`config.mk`:
```
export PLATFORM = sky130hd
export DESIGN_NAME = enemy_hit_detector_flat
export DESIGN_NICKNAME = d
export VERILOG_FILES = /design/src/rtl/enemy_hit_detector_if.sv /design/src/rtl/enemy_hit_detector.sv /design/src/flat_wrapper.sv
export SDC_FILE = /design/constraint.sdc
export NUM_CORES = 1
export LEC_CHECK = 0
export BUFFER_PORTS_ARGS = -buffer_cell sky130_fd_sc_hd__buf_2
export CAP_MARGIN = 40
export CELL_PAD_IN_SITES_DETAIL_PLACEMENT = 1
export CELL_PAD_IN_SITES_GLOBAL_PLACEMENT = 1
export CORE_ASPECT_RATIO = 1.5
export CORE_MARGIN = 3
export CORE_UTILIZATION = 40
export CTS_BUF_LIST = sky130_fd_sc_hd__clkbuf_4 sky130_fd_sc_hd__clkbuf_8
export CTS_CLUSTER_SIZE = 12
export DETAILED_ROUTE_END_ITERATION = 8
export PLACE_DENSITY = 0.85
export SYNTH_ARGS = -nofsm -noshare
export SYNTH_HDL_FRONTEND = slang
export SYNTH_SLANG_ARGS = --single-unit
```
`constraint.sdc`:
```
create_clock -name clk -period 2 [get_ports clk]
set_clock_uncertainty 0.1 [all_clocks]
set_input_delay 0.4 -clock clk [delete_from_list [all_inputs] [get_ports clk]]
set_output_delay 0.4 -clock clk [all_outputs]
set_load 0.1 [all_outputs]
```
`src/rtl/enemy_hit_detector_if.sv`:
```
// ---------------------------------------------------------------------------
// enemy_hit_detector_if
//   Groups the raster-side inputs and collision-side outputs of
//   enemy_hit_detector into one bundle.
//
//   Signals:
//     startOfFrame  one-cycle pulse at start of each frame
//     pixelX/Y      current raster position (11-bit signed)
//     topLeftX/Y    enemy sprite top-left corner (11-bit signed)
//     enemyDR       enemy draw request for the current pixel
//     obstacleDR    wall/brick draw request for the current pixel
//     bombDR        bomb draw request (only with ENEMY_HIT_BOMB_EN)
//     collision     one-cycle hit pulse, at most one per frame
//     HitEdgeCode   one-hot edge of the last reported hit
//     hitMask       OR of all edge codes seen this frame
//     state         frame FSM state (0 = armed, 1 = reported)
//
//   Handshake: there is no back-pressure. Every input is a per-pixel
//   sample taken on every rising clock edge; collision is a pulse that
//   is valid for exactly the one cycle it is high.
//
//   Optional feature macro: ENEMY_HIT_BOMB_EN (adds bombDR).
// ---------------------------------------------------------------------------
interface enemy_hit_detector_if;
    logic               startOfFrame;
    logic signed [10:0] pixelX;
    logic signed [10:0] pixelY;
    logic signed [10:0] topLeftX;
    logic signed [10:0] topLeftY;
    logic               enemyDR;
    logic               obstacleDR;
`ifdef ENEMY_HIT_BOMB_EN
    logic               bombDR;
`endif
    logic               collision;
    logic [3:0]         HitEdgeCode;
    logic [3:0]         hitMask;
    logic               state;

    modport master (
        output startOfFrame, pixelX, pixelY, topLeftX, topLeftY,
        output enemyDR, obstacleDR,
`ifdef ENEMY_HIT_BOMB_EN
        output bombDR,
`endif
        input  collision, HitEdgeCode, hitMask, state
    );

    modport slave (
        input  startOfFrame, pixelX, pixelY, topLeftX, topLeftY,
        input  enemyDR, obstacleDR,
`ifdef ENEMY_HIT_BOMB_EN
        input  bombDR,
`endif
        output collision, HitEdgeCode, hitMask, state
    );
endinterface

```
`src/rtl/enemy_hit_detector.sv`:
```
// ---------------------------------------------------------------------------
// enemy_hit_detector
//   Per-pixel collision classifier for one enemy sprite. When the enemy's
//   draw request overlaps an obstacle draw request, the overlapping pixel
//   is classified by which sprite edge band it lies in, and the first
//   single-edge hit of each frame is reported as a one-cycle pulse.
//
//   Ports:
//     clk    system clock
//     reset  asynchronous reset, active-high
//     bus    enemy_hit_detector_if.slave (raster inputs, hit outputs,
//            FSM state for debug)
//
//   Pipeline: pixel sampled at edge N -> stage 1 (hit, offsets) ->
//   stage 2 (hit, edge code) -> collision shows combinationally from
//   stage 2 during cycle N+2. HitEdgeCode/hitMask update on the edge
//   that closes the pulse cycle.
//
//   Optional feature macro: ENEMY_HIT_BOMB_EN -- bombDR also counts as an
//   obstacle.
// ---------------------------------------------------------------------------
module enemy_hit_detector #(
    parameter int OBJECT_WIDTH_X = 32,
    parameter int OBJECT_HIGHT_Y = 32,
    parameter int EDGE_MARGIN    = 4
) (
    input  logic                 clk,
    input  logic                 reset,
    enemy_hit_detector_if.slave  bus
);
    typedef enum logic {
        ARMED_ST    = 1'b0,
        REPORTED_ST = 1'b1
    } state_t;

    localparam logic signed [10:0] ZERO_S   = 11'sd0;
    localparam logic signed [10:0] WIDTH_S  = 11'(OBJECT_WIDTH_X);
    localparam logic signed [10:0] HEIGHT_S = 11'(OBJECT_HIGHT_Y);
    localparam logic signed [10:0] MARGIN_S = 11'(EDGE_MARGIN);
    localparam logic signed [10:0] RIGHT_S  = 11'(OBJECT_WIDTH_X - EDGE_MARGIN);
    localparam logic signed [10:0] BOTTOM_S = 11'(OBJECT_HIGHT_Y - EDGE_MARGIN);

    // ---------------- stage 1: overlap and sprite-relative offset ----------
    logic               blocker;
    logic               hit1;
    logic signed [10:0] off_x1;
    logic signed [10:0] off_y1;

`ifdef ENEMY_HIT_BOMB_EN
    assign blocker = bus.obstacleDR | bus.bombDR;
`else
    assign blocker = bus.obstacleDR;
`endif

    always_ff @(posedge clk or posedge reset) begin
        if (reset) begin
            hit1   <= 1'b0;
            off_x1 <= '0;
            off_y1 <= '0;
        end else begin
            hit1   <= bus.enemyDR & blocker;
            off_x1 <= bus.pixelX - bus.topLeftX;
            off_y1 <= bus.pixelY - bus.topLeftY;
        end
    end

    // ---------------- edge classification ----------------------------------
    logic       in_box;
    logic [3:0] flags;   // bit order matches the code: {LEFT, TOP, RIGHT, BOTTOM}
    logic [3:0] code1;

    always_comb begin
        in_box = (off_x1 >= ZERO_S) && (off_x1 < WIDTH_S) &&
                 (off_y1 >= ZERO_S) && (off_y1 < HEIGHT_S);
        flags  = {off_x1 <  MARGIN_S,
                  off_y1 <  MARGIN_S,
                  off_x1 >= RIGHT_S,
                  off_y1 >= BOTTOM_S};
        code1  = 4'b0000;
        // Corners (two flags) and the interior (no flags) are ambiguous
        // and deliberately classify as "no edge".
        if (in_box && (flags != 4'b0000) && ((flags & (flags - 4'd1)) == 4'b0000))
            code1 = flags;
    end

    // ---------------- stage 2 ----------------------------------------------
    logic       hit2;
    logic [3:0] code2;

    always_ff @(posedge clk or posedge reset) begin
        if (reset) begin
            hit2  <= 1'b0;
            code2 <= 4'b0000;
        end else begin
            hit2  <= hit1;
            code2 <= code1;
        end
    end

    // ---------------- frame FSM --------------------------------------------
    state_t     state, state_next;
    logic [3:0] hit_edge_code, hit_edge_code_next;
    logic [3:0] hit_mask, hit_mask_next;
    logic       pulse;

    always_ff @(posedge clk or posedge reset) begin
        if (reset) begin
            state         <= ARMED_ST;
            hit_edge_code <= 4'b0000;
            hit_mask      <= 4'b0000;
        end else begin
            state         <= state_next;
            hit_edge_code <= hit_edge_code_next;
            hit_mask      <= hit_mask_next;
        end
    end

    always_comb begin
        state_next         = state;
        hit_edge_code_next = hit_edge_code;
        hit_mask_next      = hit_mask;
        pulse              = 1'b0;
        if (bus.startOfFrame) begin
            // Frame boundary wins over a hit sitting in stage 2 this cycle.
            state_next    = ARMED_ST;
            hit_mask_next = 4'b0000;
        end else if (hit2 && (code2 != 4'b0000)) begin
            hit_mask_next = hit_mask | code2;
            if (state == ARMED_ST) begin
                pulse              = 1'b1;
                hit_edge_code_next = code2;
                state_next         = REPORTED_ST;
            end
        end
    end

    assign bus.collision   = pulse;
    assign bus.HitEdgeCode = hit_edge_code;
    assign bus.hitMask     = hit_mask;
    assign bus.state       = state;
endmodule

```
`src/flat_wrapper.sv`:
```
// flat-port wrapper written by rule: the top's interface ports become plain ports
module enemy_hit_detector_flat 
#(
    parameter int OBJECT_WIDTH_X = 32,
    parameter int OBJECT_HIGHT_Y = 32,
    parameter int EDGE_MARGIN    = 4
)
  (clk, reset, bus_startOfFrame, bus_pixelX, bus_pixelY, bus_topLeftX, bus_topLeftY, bus_enemyDR, bus_obstacleDR, bus_collision, bus_HitEdgeCode, bus_hitMask, bus_state);
  enemy_hit_detector_if bus_i ();
  input  logic clk;
  input  logic reset;
  input wire logic [$bits(bus_i.startOfFrame)-1:0] bus_startOfFrame;
  input wire logic [$bits(bus_i.pixelX)-1:0] bus_pixelX;
  input wire logic [$bits(bus_i.pixelY)-1:0] bus_pixelY;
  input wire logic [$bits(bus_i.topLeftX)-1:0] bus_topLeftX;
  input wire logic [$bits(bus_i.topLeftY)-1:0] bus_topLeftY;
  input wire logic [$bits(bus_i.enemyDR)-1:0] bus_enemyDR;
  input wire logic [$bits(bus_i.obstacleDR)-1:0] bus_obstacleDR;
  output wire logic [$bits(bus_i.collision)-1:0] bus_collision;
  output wire logic [$bits(bus_i.HitEdgeCode)-1:0] bus_HitEdgeCode;
  output wire logic [$bits(bus_i.hitMask)-1:0] bus_hitMask;
  output wire logic [$bits(bus_i.state)-1:0] bus_state;
  assign bus_i.startOfFrame = bus_startOfFrame;
  assign bus_i.pixelX = bus_pixelX;
  assign bus_i.pixelY = bus_pixelY;
  assign bus_i.topLeftX = bus_topLeftX;
  assign bus_i.topLeftY = bus_topLeftY;
  assign bus_i.enemyDR = bus_enemyDR;
  assign bus_i.obstacleDR = bus_obstacleDR;
  assign bus_collision = bus_i.collision;
  assign bus_HitEdgeCode = bus_i.HitEdgeCode;
  assign bus_hitMask = bus_i.hitMask;
  assign bus_state = bus_i.state;
  enemy_hit_detector #(.OBJECT_WIDTH_X(OBJECT_WIDTH_X), .OBJECT_HIGHT_Y(OBJECT_HIGHT_Y), .EDGE_MARGIN(EDGE_MARGIN)) u_core (.clk(clk), .reset(reset), .bus(bus_i));
endmodule
```
Word level (Yosys, flattened, before mapping)
Index checks and enable logic that the tools add are counted.

word-level totals
  flip-flop bits (word level) = 37
  output and inout bits = 10

cells by class
  bitwise operators = 5
  muxes and demuxes = 8
  $add $sub $neg = 3
  reduce and logical (&&, ||, !) cells = 11
  magnitude comparators = 8

operators by type and width
  operator               number
  $ge A11 B1 Y1 const B  2
  $ge A11 B6 Y1 const B  2
  $lt A11 B4 Y1 const B  2
  $lt A11 B7 Y1 const B  2
  $sub A11 B11 Y11       2
  $mux W4                3
  $reduce_bool A4 Y1     2
  $logic_and A1 B1 Y1    6
  $mux W1                5
  $and A4 B4 Y4          1
  $logic_not A4 Y1       1
  $or A4 B4 Y4           1
  $sub A4 B1 Y4 const B  1
  $reduce_and A3 Y1      1
  $not A1 Y1             2
  $reduce_bool A2 Y1     1
  $and A1 B1 Y1          1

Depth between registers and ports, before layout
Gate-level depths: netlist of the first run.

  depth after elaboration = 7
  depth in mapped cells = 7
  mapped depth without buffers = 7

Worst setup path before layout of the first run
No wires, ideal clock.

  path type = register to register
  start = register u_core.state (netlist: u_core.bus.state)
  end = register u_core.hit_edge_code[0] (netlist: u_core.bus.HitEdgeCode[0])
  arrival = 2.757 ns
  buffers on the path = 0
  setup slack = -0.982 ns
  data required time = 1.774 ns
  cell stages (with the launch flop) = 3
  cell sequence = dfrtp_1 -> nor2_1 -> mux2_2

between the ends
  longest elaborated chain between the ends = 2

RTL lines
  element                             RTL line                   source
  start: declaration                  enemy_hit_detector.sv:101  state_t state, state_next;
  start signal: assignment            enemy_hit_detector.sv:112  state <= state_next;
  $not A1 Y1 (no source line)         -
  $reduce_and A3 Y1 (no source line)  -
  end signal: assignment              enemy_hit_detector.sv:113  hit_edge_code <= hit_edge_code_next;
  end: declaration                    enemy_hit_detector.sv:102  logic [3:0] hit_edge_code, hit_edge_code_next;

Every way passes these cells.
A chain may end at the register's enable or synchronous reset.

Worst setup path after layout of the first run
  start = register u_core.code2[3]
  end = output port bus_collision

between the ends
  longest elaborated chain between the ends = 4

RTL lines
  element                   RTL line                   source
  start: declaration        enemy_hit_detector.sv:88   logic [3:0] code2;
  start signal: assignment  enemy_hit_detector.sv:96   code2 <= code1;
  $reduce_bool A4 Y1        enemy_hit_detector.sv:127  end else if (hit2 && (code2 != 4'b0000)) begin
  $logic_and A1 B1 Y1       enemy_hit_detector.sv:127
  $mux W1                   enemy_hit_detector.sv:127
  $mux W1                   enemy_hit_detector.sv:123  if (bus.startOfFrame) begin
  end: declaration          flat_wrapper.sv:19         output wire logic [$bits(bus_i.collision)-1:0] bus_collision;

Every way passes these cells.

==> report_table.html, run 1 <==
<table>
<tr><th>Metric</th><th>Value</th></tr>
<tr><th colspan="2">Status</th></tr>
<tr><td>Status</td><td>finished, violations left</td></tr>
<tr><td>Failing checks</td><td>negative setup slack</td></tr>
<tr><th colspan="2">Synthesis</th></tr>
<tr><td>Synthesized net count</td><td>296</td></tr>
<tr><td>Number of synthesis warnings</td><td>0</td></tr>
<tr><td>Distinct cell type count after synthesis</td><td>35</td></tr>
<tr><td>Cell types with the largest area share after synthesis</td><td>dfrtp_1 39%, ha_1 12%, nor2_1 4.8%</td></tr>
<tr><td>Area share of the largest cell type after synthesis</td><td>approximately two fifths</td></tr>
<tr><td>Flop and latch count out of synthesis</td><td>33</td></tr>
<tr><td>Area share of and/or/nand/nor cells after synthesis</td><td>between 10% and 20%</td></tr>
<tr><td>Most numerous cell types in the synthesized netlist</td><td>33 x dfrtp_1, 27 x nor2_1, 24 x inv_1</td></tr>
<tr><td>Adder and majority gate portion of the synthesized area</td><td>13.68%</td></tr>
<tr><td>Multiplexer share of the synthesized area</td><td>around 2.1%</td></tr>
<tr><td>Fraction of synthesized cell area in xor and xnor cells</td><td>4.953%</td></tr>
<tr><td>Post-synthesis cell type with the largest combined area</td><td>dfrtp_1</td></tr>
<tr><td>Main combinational cell family by area after synthesis</td><td>compound AO/OA/AOI/OAI gates</td></tr>
<tr><td>Most common cell in the netlist</td><td>dfrtp_1</td></tr>
<tr><td>Most instantiated flip-flop cell in the synthesis netlist</td><td>dfrtp_1</td></tr>
<tr><td>Cells after Synth</td><td>225</td></tr>
<tr><td>Number of enable-type register cells in the synthesized netlist</td><td>0</td></tr>
<tr><td>Post-synthesis sequential area ratio</td><td>38.92%</td></tr>
<tr><td>Synth async-reset ratio</td><td>100.0%</td></tr>
<tr><td>Syn Std Cell Area</td><td>approximately 0.0021 mm2</td></tr>
<tr><td>Synthesized area divided by synthesized cell count</td><td>9.431 um2</td></tr>
<tr><td>Complex-gate fraction of the synthesized area</td><td>18.22%</td></tr>
<tr><th colspan="2">Power</th></tr>
<tr><td>PnR Total Power</td><td>1.948 mW</td></tr>
<tr><td>Leakage dissipation</td><td>~1.4 nW</td></tr>
<tr><td>Power density cells</td><td>707.2 mW/mm2</td></tr>
<tr><td>IR drop worst, VDD</td><td>around 330 uV</td></tr>
<tr><th colspan="2">STA</th></tr>
<tr><td>Hold violation count in the final report</td><td>0</td></tr>
<tr><td>PnR worst setup slack</td><td>-97.61 ps</td></tr>
<tr><td>Relative slew margins</td><td>around 68%</td></tr>
<tr><td>Final period util</td><td>104.9%</td></tr>
<tr><td>Final-report setup violation count</td><td>1</td></tr>
<tr><td>Transition at the pin with the smallest max-transition slack</td><td>roughly 490 ps</td></tr>
<tr><td>RSZ-0062 raised after global routing</td><td>true</td></tr>
<tr><td>Final max-slew violation count</td><td>0</td></tr>
<tr><td>Fmax</td><td>approximately 0.48 GHz</td></tr>
<tr><td>Clock period minus worst slack</td><td>2098 ps</td></tr>
<tr><th colspan="2">Worst setup path</th></tr>
<tr><td>Worst path max stage delay</td><td>530 ps</td></tr>
<tr><td>Slowest CP cell</td><td>or4_4</td></tr>
<tr><td>Sequence of cells on the critical path</td><td>or4_4 &gt; nand3b_1 &gt; nor2_4 &gt; buf_12</td></tr>
<tr><td>Worst setup EP type</td><td>primary output</td></tr>
<tr><td>Worst endpoint required time</td><td>1500 ps</td></tr>
<tr><td>Arrival @ worst endpoint</td><td>roughly 1600 ps</td></tr>
<tr><td>Critical path startpoint category</td><td>flip-flop</td></tr>
<tr><td>Crit-path max FO</td><td>2</td></tr>
<tr><td>Category of the most critical setup path</td><td>flip-flop to primary output</td></tr>
<tr><th colspan="2">Global route</th></tr>
<tr><td>Via count of the first global-routing pass</td><td>approximately 2000</td></tr>
<tr><td>Pin count of the biggest net entering global routing</td><td>34</td></tr>
<tr><td>Antenna violations before repair</td><td>0</td></tr>
<tr><td>Global-route wire length before repair</td><td>8.204 mm</td></tr>
<tr><td>Global-route usage over all layers</td><td>16.61%</td></tr>
<tr><td>Global-route congestion overflow total</td><td>0</td></tr>
<tr><th colspan="2">Cells and area</th></tr>
<tr><td>Finished Cell Area</td><td>0.002754 mm2</td></tr>
<tr><td>Fraction of layout cells with a size suffix above 1</td><td>29.28%</td></tr>
<tr><td>Final antenna diode count</td><td>0</td></tr>
<tr><td>Net count, final</td><td>374</td></tr>
<tr><td>Layout-stage area growth over the synthesis result</td><td>29.78%</td></tr>
<tr><th colspan="2">Die</th></tr>
<tr><td>Number of placement rows</td><td>31</td></tr>
<tr><td>Die span in y</td><td>95.21 um</td></tr>
<tr><td>Placeable core region</td><td>~0.005 mm2</td></tr>
<tr><td>Number of top-level pins</td><td>59</td></tr>
<tr><td>Width of the die</td><td>between 60 and 70 um</td></tr>
<tr><td>Initial core utilization</td><td>42.74%</td></tr>
<tr><td>Die area</td><td>0.006233 mm2</td></tr>
<tr><th colspan="2">Clock tree</th></tr>
<tr><td>Buffer type at the clock tree root</td><td>clkbuf_8</td></tr>
<tr><td>Clock latency on the worst-skew pair</td><td>280 ps</td></tr>
<tr><td>Number of clock sinks</td><td>33</td></tr>
<tr><td>CTS clock-pin slew for the worst setup and hold paths</td><td>approximately 70 ps</td></tr>
<tr><td>Maximum count of clock buffers along a single path</td><td>2</td></tr>
<tr><td>Total number of H-tree levels</td><td>2</td></tr>
<tr><td>Number of clock buffers inserted by TritonCTS</td><td>5</td></tr>
<tr><td>TritonCTS clock tree</td><td>done</td></tr>
<tr><th colspan="2">Detailed routing</th></tr>
<tr><td>Detailed-route wire length per cell</td><td>around 13 um</td></tr>
<tr><td>Antenna Violating Nets Remaining</td><td>0</td></tr>
<tr><td>Vias per inst</td><td>5.184</td></tr>
<tr><td>Residual DRC</td><td>0</td></tr>
<tr><td>Vias after detailed routing</td><td>1918</td></tr>
<tr><td>Initial DRT Pass Iterations</td><td>4</td></tr>
<tr><td>Sum of routed wire length over all layers</td><td>a little under 5 mm</td></tr>
<tr><td>Number of design-rule violations left by the first detailed-router iteration</td><td>21</td></tr>
<tr><th colspan="2">Placed design</th></tr>
<tr><td>Placer's final routability congestion estimate</td><td>0.8167</td></tr>
<tr><td>Instance area at placement</td><td>0.002571 mm2</td></tr>
<tr><td>Count of buffers inserted at the top-level ports</td><td>between 50 and 60</td></tr>
<tr><td>Post-detailed-placement half-perimeter wirelength</td><td>3.895 mm</td></tr>
<tr><th colspan="2">Flow run</th></tr>
<tr><td>Max capacitance violation total</td><td>0</td></tr>
<tr><th colspan="2">Worst hold path</th></tr>
<tr><td>Min-delay worst type</td><td>input pin to async pin</td></tr>
</table>
-- cells in the final DEF, fill, tap and decap left out, drive strengths merged, types with 3 or more instances in the layout --
| cell | n |
|---|---|
| nor2 | 27 |
| buf | 71 |
| nand2b | 9 |
| o211ai | 8 |
| a211oi | 4 |
| nor3 | 4 |
| and3 | 3 |
| mux2 | 4 |
| o21ai | 3 |
| xnor2 | 10 |
| clkbuf | 5 |
| nor4 | 5 |
| a21oi | 18 |
| a21o | 8 |
| a31oi | 3 |
| dfrtp | 33 |
| o21a | 4 |
| nor2b | 4 |
| inv | 24 |
| or3 | 3 |
| and2 | 3 |
| nand2 | 6 |
| ha | 20 |
-- per-stage QoR --
| stage | instances | setup TNS, ps | hold slack [ps] | setup slack [ps] | util [%] |
|---|---|---|---|---|---|
| finish | 370 | -97.61 | 95.63 | -97.61 | 55.47 |
| global route | 370 | -156.2 | 120.6 | -156.2 | 55.47 |
| floorplan | 225 | 0 | 231.2 | 134.1 | - |
| detailed placement | 358 | -159.9 | 241.1 | -84.19 | 51.79 |
| CTS | 369 | -93.51 | 104.9 | -93.51 | 55.24 |
| global placement | 358 | -21.35 | 236.5 | -21.35 | 51.79 |
-- per-layer routing --
metal  routed length, um  vias up  share of wire (%)  GRT usage, %
met2                2833       37                 58         33.73
met3                 156       11                3.2         2.476
met4                  95        0                2.0         6.401
li1                    -      943                  -             -
met1                1765      927                 36         16.23
met5                   0        -                  0             0
-- critical path: cells and delay by family, from the launching register on --
kind / cells / cell delay (ps)
buffers and inverters: 1 / 160
DFF: 1 / 390
and+or+nand+nor: 3 / 770
-- state kept, by name, summed over array words and instances, names as in the netlist --
signal                  flops
u_core.bus.hitMask          4
u_core.hit2                 1
u_core.bus.state            1
u_core.off_x1               9
u_core.bus.HitEdgeCode      4
u_core.code2                4
u_core.off_y1               9
u_core.hit1                 1
-- path summary, 6_finish.rpt --
kind	startpoint	end	slack, ps	cells past startpoint
min reg2reg	u_core.hit1$_DFF_PP0_	u_core.hit2$_DFF_PP0_	260	0
max reg2reg	u_core.code2[3]$_DFF_PP0_	u_core.bus.HitEdgeCode[1]$_DFFE_PP0P_	100	6
min in group clk	bus_obstacleDR	u_core.hit1$_DFF_PP0_	250	2
min	reset	u_core.off_x1[4]$_DFF_PP0_	100	3
max in group asynchronous	reset	u_core.bus.state$_DFFE_PP0P_	1400	3
max	u_core.code2[3]$_DFF_PP0_	bus_collision	-100	4
-- layout make-up --
| class | count | area (um2) |
|---|---|---|
| inverters | 24 | 90.09 |
| repair buffers | 71 | 402.9 |
| flip-flops and latches | 33 | 827.0 |
| clock buffers | 5 | 68.82 |
| multi-input cells | 168 | 1217 |
| clock inverters | 3 | 65.06 |
| fillers | 620 | 2211 |
| well taps | 66 | 82.58 |
-- what timing repair did --
| item | 4_1_cts | 5_1_grt |
|---|---|---|
| gates resized for setup | 4 | 1 |
| hold buffers | 0 | 0 |
| endpoints found under the setup margin | 1 | 1 |
| pin swaps | 2 | 2 |
| gates cloned | 0 | 0 |
| setup buffers | 3 | 1 |
-- power breakdown --
part	leakage (nW)	switching [mW]	internal (mW)
logic	0.955	0.226	0.207
clock network	0.0681	0.235	0.495
registers	0.413	0.0433	0.742
total	1.44	0.504	1.44
-- cell families after synthesis --
| group | count (synthesis) |
|---|---|
| and+or+nand+nor | 72 |
| AOI/OAI and AO/OA | 58 |
| DFF | 33 |
| buffers and inverters | 24 |
| adders and majority gates | 22 |
| xor gates and xnor gates | 12 |
| muxes | 4 |
Power figures use the tool's default switching activity.
==> run 2: changes to the inputs <==
--- a/config.mk
+++ b/config.mk
@@ -10,7 +10,7 @@
 export CELL_PAD_IN_SITES_DETAIL_PLACEMENT = 1
 export CELL_PAD_IN_SITES_GLOBAL_PLACEMENT = 1
 export CORE_ASPECT_RATIO = 1.5
-export CORE_MARGIN = 3
+export CORE_MARGIN = 5
 export CORE_UTILIZATION = 40
 export CTS_BUF_LIST = sky130_fd_sc_hd__clkbuf_4 sky130_fd_sc_hd__clkbuf_8
 export CTS_CLUSTER_SIZE = 12
==> report_table.html, run 2 (synthesis gave the netlist of run 1 again) <==
<table>
<tr><th>Metric</th><th>Value</th></tr>
<tr><th colspan="2">Status</th></tr>
<tr><td>Failing checks</td><td>negative setup slack (unchanged)</td></tr>
<tr><td>Status</td><td>finished, violations left (unchanged)</td></tr>
<tr><th colspan="2">Die</th></tr>
<tr><td>Width of the die</td><td>69.47 um (was 65.47 um)</td></tr>
<tr><td>Number of placement rows</td><td>32 (was 31)</td></tr>
<tr><td>Die span in y</td><td>99.21 um (was 95.21 um)</td></tr>
<tr><td>Die area</td><td>0.006892 mm2 (was 0.006233 mm2)</td></tr>
<tr><td>Number of top-level pins</td><td>59 (unchanged)</td></tr>
<tr><td>Initial core utilization</td><td>41.09% (was 42.74%)</td></tr>
<tr><td>Placeable core region</td><td>0.005165 mm2 (was 0.004965 mm2)</td></tr>
<tr><th colspan="2">Global route</th></tr>
<tr><td>Global-route wire length before repair</td><td>9.170 mm (was 8.204 mm)</td></tr>
<tr><td>Via count of the first global-routing pass</td><td>2085 (was 2007)</td></tr>
<tr><td>Fraction of met1 tracks used by global routing</td><td>15.91% (was 16.23%)</td></tr>
<tr><td>Global route hottest layer</td><td>met2 (unchanged)</td></tr>
<tr><td>Met3 track demand over resource in global routing</td><td>3.539% (was 2.476%)</td></tr>
<tr><td>Pin count of the biggest net entering global routing</td><td>19 (was 34)</td></tr>
<tr><td>Met2 Usage GRT</td><td>33.53% (was 33.73%)</td></tr>
<tr><td>Antenna violations before repair</td><td>0 (unchanged)</td></tr>
<tr><td>Global-route usage over all layers</td><td>16.38% (was 16.61%)</td></tr>
<tr><td>Global-route congestion overflow total</td><td>0 (unchanged)</td></tr>
<tr><th colspan="2">Worst setup path</th></tr>
<tr><td>Worst path max stage delay</td><td>520 ps (was 530 ps)</td></tr>
<tr><td>Slowest CP cell</td><td>or4_1 (was or4_4)</td></tr>
<tr><td>Crit-path max FO</td><td>2 (unchanged)</td></tr>
<tr><td>Critical path startpoint category</td><td>flip-flop (unchanged)</td></tr>
<tr><td>Sequence of cells on the critical path</td><td>or4_1 &gt; nand3b_1 &gt; nor2_4 &gt; buf_12 (was or4_4 &gt; nand3b_1 &gt; nor2_4 &gt; buf_12)</td></tr>
<tr><td>Arrival @ worst endpoint</td><td>1570 ps (was 1600 ps)</td></tr>
<tr><td>Worst endpoint required time</td><td>1500 ps (about the same)</td></tr>
<tr><td>Worst setup EP type</td><td>primary output (unchanged)</td></tr>
<tr><td>Category of the most critical setup path</td><td>flip-flop to primary output (unchanged)</td></tr>
<tr><th colspan="2">STA</th></tr>
<tr><td>RSZ-0062 raised after global routing</td><td>true (unchanged)</td></tr>
<tr><td>Relative slew margins</td><td>57.90% (was 67.84%)</td></tr>
<tr><td>Final period util</td><td>103.3% (was 104.9%)</td></tr>
<tr><td>Final-report setup violation count</td><td>1 (unchanged)</td></tr>
<tr><td>Setup TNS</td><td>-66.21 ps (was -97.61 ps)</td></tr>
<tr><td>Final max-slew violation count</td><td>0 (unchanged)</td></tr>
<tr><td>Fmax</td><td>0.4840 GHz (was 0.4767 GHz)</td></tr>
<tr><td>Hold violation count in the final report</td><td>0 (unchanged)</td></tr>
<tr><td>Clock period minus worst slack</td><td>2066 ps (was 2098 ps)</td></tr>
<tr><td>Transition at the pin with the smallest max-transition slack</td><td>630.9 ps (was 485.7 ps)</td></tr>
<tr><td>PnR worst setup slack</td><td>-66.21 ps (was -97.61 ps)</td></tr>
<tr><th colspan="2">Clock tree</th></tr>
<tr><td>Buffer type at the clock tree root</td><td>clkbuf_8 (unchanged)</td></tr>
<tr><td>Maximum count of clock buffers along a single path</td><td>2 (unchanged)</td></tr>
<tr><td>Clock latency on the worst-skew pair</td><td>280 ps (about the same)</td></tr>
<tr><td>Total number of H-tree levels</td><td>2 (unchanged)</td></tr>
<tr><td>CTS clock-pin slew for the worst setup and hold paths</td><td>70 ps (about the same)</td></tr>
<tr><td>Number of clock buffers inserted by TritonCTS</td><td>5 (unchanged)</td></tr>
<tr><td>Number of clock sinks</td><td>33 (unchanged)</td></tr>
<tr><td>Number of hold buffers added after cts</td><td>0 (unchanged)</td></tr>
<tr><td>TritonCTS clock tree</td><td>done (unchanged)</td></tr>
<tr><th colspan="2">Placed design</th></tr>
<tr><td>Setup slack after placement</td><td>-113.3 ps (was -84.19 ps)</td></tr>
<tr><td>Count of buffers inserted at the top-level ports</td><td>58 (unchanged)</td></tr>
<tr><td>Placer's final routability congestion estimate</td><td>0.7962 (was 0.8167)</td></tr>
<tr><td>Post-detailed-placement half-perimeter wirelength</td><td>4.327 mm (was 3.895 mm)</td></tr>
<tr><td>Instance area at placement</td><td>0.002594 mm2 (was 0.002571 mm2)</td></tr>
<tr><th colspan="2">Power</th></tr>
<tr><td>Leakage dissipation</td><td>1.422 nW (was 1.437 nW)</td></tr>
<tr><td>Power density cells</td><td>649.6 mW/mm2 (was 707.2 mW/mm2)</td></tr>
<tr><td>IR drop worst, VDD</td><td>269.8 uV (was 326.2 uV)</td></tr>
<tr><th colspan="2">Detailed routing</th></tr>
<tr><td>Vias per inst</td><td>5.224 (was 5.184)</td></tr>
<tr><td>Vias after detailed routing</td><td>1938 (was 1918)</td></tr>
<tr><td>Detailed-route wire length per cell</td><td>14.40 um (was 13.11 um)</td></tr>
<tr><td>Antenna Violating Nets Remaining</td><td>0 (unchanged)</td></tr>
<tr><td>Initial DRT Pass Iterations</td><td>4 (unchanged)</td></tr>
<tr><td>Sum of routed wire length over all layers</td><td>5.344 mm (was 4.851 mm)</td></tr>
<tr><td>Residual DRC</td><td>0 (unchanged)</td></tr>
<tr><td>Number of design-rule violations left by the first detailed-router iteration</td><td>55 (was 21)</td></tr>
<tr><th colspan="2">Cells and area</th></tr>
<tr><td>Finished Cell Area</td><td>0.002728 mm2 (was 0.002754 mm2)</td></tr>
<tr><td>Layout-stage area growth over the synthesis result</td><td>28.54% (was 29.78%)</td></tr>
<tr><td>Total area of multi-input combinational cells</td><td>0.001220 mm2 (was 0.001217 mm2)</td></tr>
<tr><td>Net count, final</td><td>373 (was 374)</td></tr>
<tr><td>Storage cell area</td><td>827.0 um2 (unchanged)</td></tr>
<tr><td>Fraction of layout cells with a size suffix above 1</td><td>29.04% (was 29.28%)</td></tr>
<tr><td>Most common cell after layout, fill and taps aside</td><td>buf_2 (unchanged)</td></tr>
<tr><td>Fill count</td><td>614 (was 620)</td></tr>
<tr><td>Final antenna diode count</td><td>0 (unchanged)</td></tr>
<tr><td>Biggest regs</td><td>u_core.off_x1 x9, u_core.off_y1 x9 (unchanged)</td></tr>
<tr><td>Leading cell types in the layout, fill and taps excluded</td><td>57 x buf_2, 32 x dfrtp_1, 26 x nor2_1 (unchanged)</td></tr>
<tr><th colspan="2">Flow run</th></tr>
<tr><td>Max capacitance violation total</td><td>0 (unchanged)</td></tr>
<tr><th colspan="2">Worst hold path</th></tr>
<tr><td>Min-delay worst type</td><td>input pin to async pin (unchanged)</td></tr>
</table>
## run 2: cell types whose count changed in the layout (fill, tap and decap cells not counted)
cell | before | now
buf_12 | 1 | 2
buf_4 | 13 | 11
bufinv_16 | 2 | 0
clkbuf_4 | 0 | 2
clkbuf_8 | 5 | 6
clkinv_2 | 1 | 0
nor4_1 | 4 | 3
nor4_2 | 0 | 1
or4_1 | 0 | 1
or4_4 | 1 | 0
## run 2: stage by stage
stage	power, mW	hold WS, ps	util, %	instances
floorplan	1.088	231.2	-	225
global placement	1.221	234.7	50.22	361
detailed placement	1.251	239.4	50.22	361
CTS	1.786	116.6	52.69	371
global route	1.876	175.1	52.81	371
finish	1.772	106.2	52.81	371
## run 2: what timing repair did
| item | in CTS | in global routing |
|---|---|---|
| setup endpoints to repair | 1 | 2 |
| buffers inserted | 2 | 0 |
| hold endpoints to repair | 0 | 0 |
| pin swaps | 2 | 3 |
| gates resized for setup | 4 | 1 |
| gates cloned | 0 | 0 |
## run 2: routing by layer
layer | routed length (um) | vias to the layer above
met5 | 0 | -
met4 | 75 | 0
met3 | 228 | 9
met2 | 3170 | 40
met1 | 1870 | 947
li1 | - | 942
## run 2: layout make-up
cell class                 instances  share of cell area [%]
sequential                        33                   30.32
timing repair buffer              70                   14.95
multi-input combinational        168                   44.72
inverter                          24                   3.303
tap                               68                   3.119
clock buffer                       8                   3.578
## run 2: final timing paths
check                                                 from                      endpoint  slack (ps)  cells past startpoint
min in group clk                            bus_obstacleDR         u_core.hit1$_DFF_PP0_         240                      2
worst min-delay path                                 reset         u_core.hit1$_DFF_PP0_         110                      2
worst max register to register  u_core.off_y1[7]$_DFF_PP0_     u_core.code2[2]$_DFF_PP0_         180                      4
max in group asynchronous                            reset  u_core.bus.state$_DFFE_PP0P_        1180                      3
worst min register to register       u_core.hit1$_DFF_PP0_         u_core.hit2$_DFF_PP0_         250                      0
worst max-delay path             u_core.code2[3]$_DFF_PP0_                 bus_collision         -70                      4
## run 2: critical path: cells and delay by family (launching register included)
family        cells  cell delay (ps)
buf+inv           1              160
flops             1              380
simple gates      3              740
## run 2: report_power, final
group	leakage (nW)	internal [mW]	switching (mW)	total [mW]
Clock	0.0523	0.307	0.223	0.530
Sequential	0.413	0.743	0.0466	0.789
Combinational	0.957	0.212	0.240	0.452
==> run 3: changes to the inputs <==
==> constraint.sdc (replaced) <==
create_clock -name clk -period 2 [get_ports clk]
set_clock_uncertainty 0.1 [all_clocks]
set_input_delay 0.2 -clock clk [delete_from_list [all_inputs] [get_ports clk]]
set_output_delay 0.2 -clock clk [all_outputs]
set_load 0.1 [all_outputs]
==> report_table.html, run 3 (synthesis gave the netlist of run 1 again) <==
<table>
<tr><th>Metric</th><th>Value</th></tr>
<tr><th colspan="2">STA</th></tr>
<tr><td>Transition at the pin with the smallest max-transition slack</td><td>497.1 ps (was 630.9 ps)</td></tr>
<tr><td>Relative slew margins</td><td>67.09% (was 57.90%)</td></tr>
<tr><td>Clock period minus worst slack</td><td>1903 ps (was 2066 ps)</td></tr>
<tr><td>Setup TNS</td><td>0 ps (was -66.21 ps)</td></tr>
<tr><td>RSZ-0062 raised after global routing</td><td>false (was true)</td></tr>
<tr><td>Final-report setup violation count</td><td>0 (was 1)</td></tr>
<tr><td>Final period util</td><td>95.16% (was 103.3%)</td></tr>
<tr><td>Final max-slew violation count</td><td>0 (unchanged)</td></tr>
<tr><td>PnR worst setup slack</td><td>96.70 ps (was -66.21 ps)</td></tr>
<tr><td>Hold violation count in the final report</td><td>0 (unchanged)</td></tr>
<tr><td>Fmax</td><td>0.5254 GHz (was 0.4840 GHz)</td></tr>
<tr><th colspan="2">Clock tree</th></tr>
<tr><td>CTS clock-pin slew for the worst setup and hold paths</td><td>60 ps (was 70 ps)</td></tr>
<tr><td>Maximum count of clock buffers along a single path</td><td>2 (unchanged)</td></tr>
<tr><td>Number of clock sinks</td><td>33 (unchanged)</td></tr>
<tr><td>Clock latency on the worst-skew pair</td><td>270 ps (was 280 ps)</td></tr>
<tr><td>Buffer type at the clock tree root</td><td>clkbuf_8 (unchanged)</td></tr>
<tr><td>TritonCTS clock tree</td><td>done (unchanged)</td></tr>
<tr><td>Number of clock buffers inserted by TritonCTS</td><td>5 (unchanged)</td></tr>
<tr><td>Total number of H-tree levels</td><td>2 (unchanged)</td></tr>
<tr><th colspan="2">Worst setup path</th></tr>
<tr><td>Worst path max stage delay</td><td>520 ps (about the same)</td></tr>
<tr><td>Worst setup EP type</td><td>primary output (unchanged)</td></tr>
<tr><td>Slowest CP cell</td><td>or4_1 (unchanged)</td></tr>
<tr><td>Sequence of cells on the critical path</td><td>or4_1 &gt; nand3b_1 &gt; nor2_4 &gt; buf_6 (was or4_1 &gt; nand3b_1 &gt; nor2_4 &gt; buf_12)</td></tr>
<tr><td>Worst setup path startpoint</td><td>u_core.code2[3]$_DFF_PP0_ (unchanged)</td></tr>
<tr><td>Number of cells on the worst reg-to-reg path</td><td>4 (unchanged)</td></tr>
<tr><td>Worst endpoint required time</td><td>1700 ps (was 1500 ps)</td></tr>
<tr><td>Critical path startpoint category</td><td>flip-flop (unchanged)</td></tr>
<tr><td>Arrival @ worst endpoint</td><td>1600 ps (was 1570 ps)</td></tr>
<tr><td>Crit-path max FO</td><td>5 (was 2)</td></tr>
<tr><td>Startpoint of the worst register-to-register path</td><td>u_core.off_y1[7]$_DFF_PP0_ (unchanged)</td></tr>
<tr><td>Category of the most critical setup path</td><td>flip-flop to primary output (unchanged)</td></tr>
<tr><th colspan="2">Cells and area</th></tr>
<tr><td>Fill count</td><td>627 (was 614)</td></tr>
<tr><td>Net count, final</td><td>363 (was 373)</td></tr>
<tr><td>Most common cell after layout, fill and taps aside</td><td>buf_2 (unchanged)</td></tr>
<tr><td>Storage cell area</td><td>827.0 um2 (unchanged)</td></tr>
<tr><td>Final antenna diode count</td><td>0 (unchanged)</td></tr>
<tr><td>Layout-stage area growth over the synthesis result</td><td>23.64% (was 28.54%)</td></tr>
<tr><td>Non-filler cells in the finished layout</td><td>360 (was 371)</td></tr>
<tr><td>Leading cell types in the layout, fill and taps excluded</td><td>57 x buf_2, 32 x dfrtp_1, 26 x nor2_1 (unchanged)</td></tr>
<tr><td>Total area of multi-input combinational cells</td><td>0.001226 mm2 (was 0.001220 mm2)</td></tr>
<tr><td>Finished Cell Area</td><td>0.002624 mm2 (was 0.002728 mm2)</td></tr>
<tr><td>Biggest regs</td><td>u_core.off_x1 x9, u_core.off_y1 x9 (unchanged)</td></tr>
<tr><td>Fraction of layout cells with a size suffix above 1</td><td>26.37% (was 29.04%)</td></tr>
<tr><th colspan="2">Die</th></tr>
<tr><td>Initial core utilization</td><td>41.09% (unchanged)</td></tr>
<tr><td>Number of top-level pins</td><td>59 (unchanged)</td></tr>
<tr><td>Number of placement rows</td><td>32 (unchanged)</td></tr>
<tr><td>Placeable core region</td><td>0.005165 mm2 (unchanged)</td></tr>
<tr><td>Die area</td><td>0.006892 mm2 (unchanged)</td></tr>
<tr><td>Die span in y</td><td>99.21 um (unchanged)</td></tr>
<tr><td>Width of the die</td><td>69.47 um (unchanged)</td></tr>
<tr><th colspan="2">Global route</th></tr>
<tr><td>Global-route wire length before repair</td><td>8.286 mm (was 9.170 mm)</td></tr>
<tr><td>Antenna violations before repair</td><td>0 (unchanged)</td></tr>
<tr><td>Via count of the first global-routing pass</td><td>1981 (was 2085)</td></tr>
<tr><td>Global-route usage over all layers</td><td>14.61% (was 16.38%)</td></tr>
<tr><td>Global-route congestion overflow total</td><td>0 (unchanged)</td></tr>
<tr><td>Pin count of the biggest net entering global routing</td><td>34 (was 19)</td></tr>
<tr><th colspan="2">Flow run</th></tr>
<tr><td>Max capacitance violation total</td><td>0 (unchanged)</td></tr>
<tr><th colspan="2">Worst hold path</th></tr>
<tr><td>Min-delay worst type</td><td>input pin to flip-flop (was input pin to async pin)</td></tr>
<tr><td>Hold Path Stages</td><td>2</td></tr>
<tr><td>Hold wc startpoint</td><td>bus_obstacleDR</td></tr>
<tr><th colspan="2">Detailed routing</th></tr>
<tr><td>Vias after detailed routing</td><td>1863 (was 1938)</td></tr>
<tr><td>Number of design-rule violations left by the first detailed-router iteration</td><td>20 (was 55)</td></tr>
<tr><td>Sum of routed wire length over all layers</td><td>4.839 mm (was 5.344 mm)</td></tr>
<tr><td>Initial DRT Pass Iterations</td><td>4 (unchanged)</td></tr>
<tr><td>Antenna Violating Nets Remaining</td><td>0 (unchanged)</td></tr>
<tr><td>Detailed-route wire length per cell</td><td>13.44 um (was 14.40 um)</td></tr>
<tr><td>Residual DRC</td><td>0 (unchanged)</td></tr>
<tr><td>Vias per inst</td><td>5.175 (was 5.224)</td></tr>
<tr><th colspan="2">Placed design</th></tr>
<tr><td>DP Cell Count</td><td>352 (was 361)</td></tr>
<tr><td>Setup slack after placement</td><td>1.654 ps (was -113.3 ps)</td></tr>
<tr><td>Placer's final routability congestion estimate</td><td>0.7717 (was 0.7962)</td></tr>
<tr><td>Instance area at placement</td><td>0.002514 mm2 (was 0.002594 mm2)</td></tr>
<tr><td>Count of buffers inserted at the top-level ports</td><td>58 (unchanged)</td></tr>
<tr><td>Post-detailed-placement half-perimeter wirelength</td><td>4.005 mm (was 4.327 mm)</td></tr>
<tr><th colspan="2">Power</th></tr>
<tr><td>Leakage dissipation</td><td>1.355 nW (was 1.422 nW)</td></tr>
<tr><td>Power density cells</td><td>638.6 mW/mm2 (was 649.6 mW/mm2)</td></tr>
<tr><td>PnR Total Power</td><td>1.675 mW (was 1.772 mW)</td></tr>
<tr><td>IR drop worst, VDD</td><td>288.5 uV (was 269.8 uV)</td></tr>
<tr><th colspan="2">Status</th></tr>
<tr><td>Status</td><td>complete, no violations (was finished, violations left)</td></tr>
</table>
## run 3: stage by stage
stage                     util, %  hold WS (ps)
after detailed placement    48.67         201.4
after global placement      48.67         193.6
after floorplan                 -         166.4
final                       50.80         40.50
after global routing        50.80         48.95
after CTS                   50.48         39.71
## run 3: cell type report
type / count / area share, %
clock buffer: 6 / 2.909
clock inverter: 1 / 0.1907
inverter: 24 / 3.433
multi-input combinational: 168 / 46.73
sequential: 33 / 31.52
tap: 68 / 3.243
timing repair buffer: 60 / 11.97
## run 3: power breakdown
group	internal, mW	switching (mW)
logic	0.196	0.232
registers	0.743	0.0508
clock network	0.249	0.204
total	1.19	0.487
## run 3: worst paths after layout
path                                                end  slack (ps)
max in group asynchronous  u_core.bus.state$_DFFE_PP0P_        1050
min reg2reg                       u_core.hit2$_DFF_PP0_         260
min in group asynchronous     u_core.code2[1]$_DFF_PP0_         450
max reg2reg                   u_core.code2[2]$_DFF_PP0_         150
max                                       bus_collision         100
min                               u_core.hit1$_DFF_PP0_          40
## run 3: worst max-delay path, delay by kind of cell (launching register included)
family / cells / cell delay (ps)
simple gates: 3 / 760
buf+inv: 1 / 180
flops: 1 / 390
## run 3: timing repair
| item | in CTS | in global routing |
|---|---|---|
| resized for setup | 1 | 3 |
| pin swaps | 0 | 1 |
| setup buffers | 0 | 0 |
| hold buffers | 1 | 0 |
| endpoints found under the hold margin | 33 | 0 |
| endpoints found under the setup margin | 1 | 2 |
## run 3: metal layers
metal  wire length [um]  track usage [%]  up-vias  share of wire (%)
li1                   -                -      920                  -
met5                  0                0        -                  0
met4                 55            4.962        0                1.1
met2               2828            29.93       34                 58
met3                194            2.629        6                4.0
met1               1761            14.22      903                 36
